## src/rtl/ub_block_serial_sub_64_16.sv

```systemverilog
// Block-serial 65-bit minus 16-bit subtractor: one 4-bit borrow-lookahead block per clock,
// optional early exit once X is fully consumed without a pending borrow.
module ub_block_serial_sub_64_16 #(
    parameter bit EARLY_EXIT = 1'b1
) (
    input  logic        CLK,
    input  logic        RST,
    input  logic [64:0] S,
    input  logic [15:0] X,
    input  logic        in_valid,
    output logic        in_ready,
    output logic [63:0] Y,
    output logic        ERR,
    output logic        out_valid,
    input  logic        out_ready
);

    typedef enum logic [1:0] {IDLE, RUN, DONE} state_t;

    state_t      state_q, state_d;
    logic [64:0] s_q, s_d;
    logic [15:0] x_q, x_d;
    logic        b_q, b_d;
    logic [3:0]  k_q, k_d;
    logic [63:0] acc_q, acc_d;
    logic [63:0] y_q, y_d;
    logic        err_q, err_d;
    logic        rdy_q, rdy_d;

    logic [3:0]  sk, xk, nx, g, p, yk;
    logic [4:0]  c;
    logic        bo;

    // Borrow look-ahead as the dual of a carry adder: S + ~X + ~b, borrow = ~carry.
    always_comb begin
        sk   = s_q[{k_q, 2'b00} +: 4];
        xk   = (k_q < 4'd4) ? x_q[{k_q[1:0], 2'b00} +: 4] : 4'h0;
        nx   = ~xk;
        g    = sk & nx;
        p    = sk ^ nx;
        c[0] = ~b_q;
        c[1] = g[0] | (p[0] & c[0]);
        c[2] = g[1] | (p[1] & g[0]) | (p[1] & p[0] & c[0]);
        c[3] = g[2] | (p[2] & g[1]) | (p[2] & p[1] & g[0]) | (p[2] & p[1] & p[0] & c[0]);
        c[4] = g[3] | (p[3] & g[2]) | (p[3] & p[2] & g[1]) | (p[3] & p[2] & p[1] & g[0])
             | (p[3] & p[2] & p[1] & p[0] & c[0]);
        yk   = p ^ c[3:0];
        bo   = ~c[4];
    end

    always_comb begin
        state_d = state_q;
        s_d     = s_q;
        x_d     = x_q;
        b_d     = b_q;
        k_d     = k_q;
        acc_d   = acc_q;
        y_d     = y_q;
        err_d   = err_q;
        case (state_q)
            IDLE: begin
                if (in_valid && rdy_q) begin
                    s_d     = S;
                    x_d     = X;
                    b_d     = 1'b0;
                    k_d     = 4'd0;
                    state_d = RUN;
                end
            end
            RUN: begin
                acc_d[{k_q, 2'b00} +: 4] = yk;
                b_d = bo;
                k_d = k_q + 4'd1;
                // Partial blocks live in acc_q so Y only ever changes to a complete result.
                if (k_q == 4'd15) begin
                    y_d     = {yk, acc_q[59:0]};
                    err_d   = s_q[64] ^ bo;
                    state_d = DONE;
                end else if (EARLY_EXIT && k_q == 4'd3 && !bo) begin
                    y_d     = {s_q[63:16], yk, acc_q[11:0]};
                    err_d   = s_q[64];
                    state_d = DONE;
                end
            end
            DONE: begin
                if (out_ready) state_d = IDLE;
            end
            default: state_d = IDLE;
        endcase
        rdy_d = (state_d == IDLE);
    end

    always_ff @(posedge CLK or posedge RST) begin
        if (RST) begin
            state_q <= IDLE;
            s_q     <= '0;
            x_q     <= '0;
            b_q     <= 1'b0;
            k_q     <= '0;
            acc_q   <= '0;
            y_q     <= '0;
            err_q   <= 1'b0;
            rdy_q   <= 1'b0;
        end else begin
            state_q <= state_d;
            s_q     <= s_d;
            x_q     <= x_d;
            b_q     <= b_d;
            k_q     <= k_d;
            acc_q   <= acc_d;
            y_q     <= y_d;
            err_q   <= err_d;
            rdy_q   <= rdy_d;
        end
    end

    assign in_ready  = rdy_q;
    assign out_valid = (state_q == DONE);
    assign Y         = y_q;
    assign ERR       = err_q;

endmodule

```

## config.mk

```make
export PLATFORM = sky130hd
export DESIGN_NAME = ub_block_serial_sub_64_16
export DESIGN_NICKNAME = d
export VERILOG_FILES = /design/src/rtl/ub_block_serial_sub_64_16.sv
export SDC_FILE = /design/constraint.sdc
export NUM_CORES = 1
export LEC_CHECK = 0
export CORE_MARGIN = 4
export CORE_UTILIZATION = 47
export CTS_BUF_LIST = sky130_fd_sc_hd__clkbuf_2
export DETAILED_ROUTE_END_ITERATION = 8
export PLACE_DENSITY = 0.71
export SLEW_MARGIN = 20
export SYNTH_ARGS = -nofsm -noshare
export SYNTH_HDL_FRONTEND = slang
export SYNTH_SLANG_ARGS = --single-unit
```

## constraint.sdc

```tcl
create_clock -name CLK -period 7.5 [get_ports CLK]
set_input_delay 1.125 -clock CLK [delete_from_list [all_inputs] [get_ports CLK]]
set_output_delay 1.125 -clock CLK [all_outputs]
set_load 0.1 [all_outputs]
```

== After elaboration in Yosys (flattened, before gate mapping) ==
Cells that the tools add are included.

* Magnitude comparators: 1
* Bitwise gates (word level): 33
* Shift operators: 4
* Mux-type cells: 15
* Equal/unequal tests: 5
* Reduce and logical (&&, ||, !) cells: 9
* Add/sub/neg operators: 2

{| class="wikitable"
|+ Operators with widths
! cell !! number
|-
| $mux W64 || 2
|-
| $shiftx A65 B7 Y4 || 1
|-
| $bwmux W64 || 1
|-
| $shift A4 B8 Y64 const A || 1
|-
| $shiftx A4 B8 Y64 || 1
|-
| $and A1 B1 Y1 || 16
|-
| $shiftx A16 B5 Y4 || 1
|-
| $or A1 B1 Y1 || 10
|-
| $mux W2 || 4
|-
| $mux W4 || 2
|-
| $neg A6 Y8 || 1
|-
| $pmux W4 S2 || 1
|-
| $xor A4 B4 Y4 || 2
|-
| $pmux W2 S3 || 1
|-
| $reduce_and A2 Y1 || 3
|-
| $add A4 B1 Y4 const B || 1
|-
| $and A4 B4 Y4 || 1
|-
| $eq A4 B2 Y1 const B || 1
|-
| $eq A4 B4 Y1 const B || 1
|-
| $logic_not A2 Y1 || 2
|-
| $lt A4 B3 Y1 const B || 1
|-
| $not A4 Y4 || 1
|-
| $reduce_bool A2 Y1 || 2
|-
| $mux W1 || 3
|-
| 7 further kinds || 9
|}

* Bits of input ports: 85
* Output and inout port bits: 67
* Bits in registers: 218
* Logic and storage cells: 78

== Logic depth before layout (Yosys ltp) ==
* Depth after elaboration: 14
* Gate-level depth with buffers: 12

== Worst setup path after synthesis ==
No wires, ideal clock.

* Path type: reg2reg
* Start: register k_q[1]
* End: register acc_q[11]
* Data arrival time: 3.323 ns
* Buffers on the path: 2
* Cell stages (with the launch flop): 11
* Clock period less this slack: 3.448 ns
* Setup slack: 4.052 ns
* Cell sequence: dfrtp_1 -> clkbuf_1 -> clkbuf_1 -> mux4_2 -> mux4_2 -> ha_1 -> o21ai_0 -> a21oi_1 -> o311ai_1 -> nor2_1 -> mux2_2

* Word-level cells in the longest chain between the ends: 11
* Elaborated cells on any way between the ends: 27

{| class="wikitable"
|+ Ends and longest elaborated chain
! element !! RTL line !! text
|-
| start: declaration || 24 || <nowiki>logic [3:0] k_q, k_d;</nowiki>
|-
| start signal: assignment || 109 || <nowiki>k_q <= k_d;</nowiki>
|-
| parallel branches: the longest is 10 deep, another holds $shiftx A65 B7 Y4 || - ||
|-
| $bwmux W64 (*) || 71 || <nowiki>acc_d[{k_q, 2'b00} +: 4] = yk;</nowiki>
|-
| end signal: assignment || 100 || <nowiki>acc_q <= '0;</nowiki>
|-
| end signal: assignment || 110 || <nowiki>acc_q <= acc_d;</nowiki>
|-
| end: declaration || 25 || <nowiki>logic [63:0] acc_q, acc_d;</nowiki>
|}

Mark *: on every way between the ends.
A chain may end at the register's enable or synchronous reset.

== Worst setup path after layout ==
* Start: register k_q[0]
* End: register y_q[4], in the netlist Y[4]

* Word-level cells in the longest chain between the ends: 12
* Elaborated cells on any way between the ends: 24

{| class="wikitable"
|+ Ends and longest elaborated chain
! element !! RTL line !! text
|-
| parallel branches: the longest is 12 deep, another holds $shiftx A65 B7 Y4 || - ||
|-
| end signal: assignment || 111 || <nowiki>y_q <= y_d;</nowiki>
|-
| end: declaration || 26 || <nowiki>logic [63:0] y_q, y_d;</nowiki>
|}

Parallel ways; which one is timed is not known.

==> results.toml <==
[cts]
ctsRootBufferMaster = "clkbuf_2"
cts_resized = 0
postCtsSetupRepairBufs = 0
clockBufferDepth = 3
htreeDepth = 2
clock-sinks = 214
cts_tree = "yes"
clk_latency_ns = 0.82
ctsHoldBuffers = 0
cts_buffers = 54
path_clk_slew_ns = 0.10

[sta]
min_period_ns = 4.37
setup_viol = 0
report.final.slew_viol_count = 0
finClkSkew_ns = 0.0679
setup_tns_ns = 0
hold_viol_final = 0
max_slew_margin_pct = 30.5
period_share_pct = 58.2
tightest_slew_ns = 1.03
rsz0062_at_grt = "no"
max_freq_mhz = 229

[synthesis]
synthSimpleGateAreaFrac_pct = 6.30
synth_cell_type_count = 42
synthArstFlopShare_pct = 100
synth_edf_count = 0
synth_nets = 820
synth_ff_type = "dfrtp_1"
synthMuxAreaShare_pct = 28.5
synth_xor_xnor_area_share_pct = 0.459
synth_area_mm2 = 0.00955
yosysTopAreaCell = "dfrtp_1"
synthAdderAreaFrac_pct = 1.39
syn_avg_cell_area_um2 = 13.2
synth.top_cells.by_area = "dfrtp_1 56%, mux2_2 17%, mux4_2 5.7%, mux2i_1 4.8%, nand2_1 2.8%"
synth_seq_area_share_pct = 56.1
yosys.area.top_type_share_pct = 56.1
ys.warnings.count = 0
synth_compound_area_share_pct = 4.88
synth_top_family_by_area = "multiplexers"
synth_most_common_cell = "dfrtp_1"
synth_common_cells = "214 x dfrtp_1, 146 x mux2_2, 70 x nand2_1"
synth_seq_cells = 214
synth_cells = 725

[route]
routed_via_density = 5.48
drtAntennaViolNets = 0
wl_per_cell_um = 21.1
via_count = 6623
wirelength_um = 25500
drt_first_iter_violations = 376
drc = 0
firstDrtPassIters = 5

[floorplanning]
die_h_um = 151
die_area_mm2 = 0.0227
rows = 51
core_mm2 = 0.0197
initial_core_util_pct = 48.4
die_w_um = 151
ios = 152

[cells_and_area]
drive_above_1_share_pct = 28.8
seq_area_mm2 = 0.00536
areaGrowthSynthToFinish_pct = 23.7
fillers = 1571
multi_input_area_mm2 = 0.00398
fin_nets = 997

[placed_design]
place.gp.congestion = 0.872
dp_hpwl_um = 18600
port-buffer-count = 151

[critical_path]
crit_buf_inv = 2
setup.worst_path.start_class = "register"
worstSetupPathType = "reg -> reg"
cpPeakStageDelay_ns = 0.95
endpoint_kind = "register"
path_delay_family = "multiplexers"
crit_fanout = 47
critPathSlowestCell = "dfrtp_2"
cp.required_ns = 8.16
path_cells = "mux4_2 -> mux4_2 -> ha_1 -> o21ai_0 -> a21oi_1 -> o211ai_4 -> buf_16 -> buf_4 -> mux2_2"
cp_common_cell = "mux4_2"
ff2ff_path_depth = 9
r2r-start = "k_q[0]$_DFFE_PP0P_"
rr_endpoint = "Y[4]$_DFFE_PP0P_"
rrSetupSlack_ns = 3.13
arrival_ns = 5.02

[global_routing]
grt_antenna_before_repair = 1
grtUsageTotal_pct = 23.0
grt_pass1_vias = 7016
grt_overflow = 0
grt_pass1_wl_um = 39600
grt_max_degree = 134

[job]
max_cap_viol_count = 0

[outcome]
status = "completed"

[min_path]
min_from = "acc_q[7]$_DFFE_PP0P_"
hold_path_end = "Y[7]$_DFFE_PP0P_"
min_path_type = "reg -> reg"
whs_path_depth = 1
## logic make-up (layout without fill, tap and decap cells)
kind of cell / Yosys count / in the layout
adder cells (fa/ha/maj): 10 / 10
AND/OR/NAND/NOR: 142 / 142
buffers and inverters: 49 / 266
AO/OA/AOI/OAI: 82 / 82
flip-flops: 214 / 214
multiplexers: 223 / 223
other: 0 / 1
XOR/XNOR: 5 / 5
## per-layer routing
layer,wire length [µm],global-route usage (%),share of wire [%]
met1,10800,31.6,42
met4,719,7.55,2.8
met2,11900,36.0,47
met3,2040,5.99,8.0
met5,0,0,0
## final cells by class
type                       instances  area share, %
multi-input combinational        462           33.7
timing repair buffer             162           13.8
sequential                       214           45.4
antenna                            1         0.0212
clock inverter                    18          0.625
clock buffer                      78           3.31
inverter                           8          0.318
tap                              265           2.81
## cells in the final DEF, fill, tap and decap left out, drive strengths merged
cell type / netlist / layout
inv: 8 / 9
nor2b: 4 / 4
or2: 1 / 1
ha: 9 / 9
nand3: 5 / 5
o311ai: 1 / 1
and3: 3 / 3
clkinvlp: 0 / 1
a21o: 2 / 2
nor4: 1 / 1
o31ai: 2 / 2
o21ai: 58 / 58
xnor2: 3 / 3
clkdlybuf4s50: 0 / 151
a21bo: 1 / 1
mux4: 24 / 24
and2: 1 / 1
nand2b: 5 / 5
diode: 0 / 1
a2bb2oi: 1 / 1
mux2: 153 / 153
mux2i: 46 / 46
o31a: 1 / 1
xor2: 2 / 2
clkbuf: 21 / 78
nor3: 4 / 4
fa: 1 / 1
and4: 2 / 2
o211ai: 3 / 3
clkinv: 0 / 16
nand2: 70 / 70
dfrtp: 214 / 214
buf: 20 / 11
nor2: 44 / 44
a21oi: 10 / 10
o22ai: 1 / 1
or3: 2 / 2
a211oi: 1 / 1
o2111ai: 1 / 1
## how the worst max path moves through the flow
stage,cells past startpoint,endpoint,startpoint
floorplan,1,ERR$_DFFE_PP0P_,RST
global placement,8,Y[62]$_DFFE_PP0P_,k_q[0]$_DFFE_PP0P_
detailed placement,8,Y[1]$_DFFE_PP0P_,k_q[0]$_DFFE_PP0P_
CTS,8,Y[62]$_DFFE_PP0P_,k_q[0]$_DFFE_PP0P_
global route,9,Y[6]$_DFFE_PP0P_,k_q[0]$_DFFE_PP0P_
finish,9,Y[4]$_DFFE_PP0P_,k_q[0]$_DFFE_PP0P_
## registers in the layout (all words and copies together), names as in the netlist
name and count:
Y 64, state_q 2, acc_q 60, ERR 1, x_q 16, in_ready 1
k_q 4, b_q 1, s_q 65
## per-stage QoR
step                hold WS, ns  std cells  utilization [%]  area [µm²]  setup slack, ns
floorplan                 0.454        725                -        9550            0.524
global placement          0.467       1109             57.2       11300             2.91
detailed placement        0.476       1109             57.2       11300             2.81
CTS                       0.497       1205             59.6       11700             2.79
global route              0.523       1208             59.9       11800             2.87
finish                    0.492       1208             59.9       11800             3.13
Power is left out: the tool's default activity adds up to more than one toggle a clock period on the data nets, which glitch-free logic cannot reach.
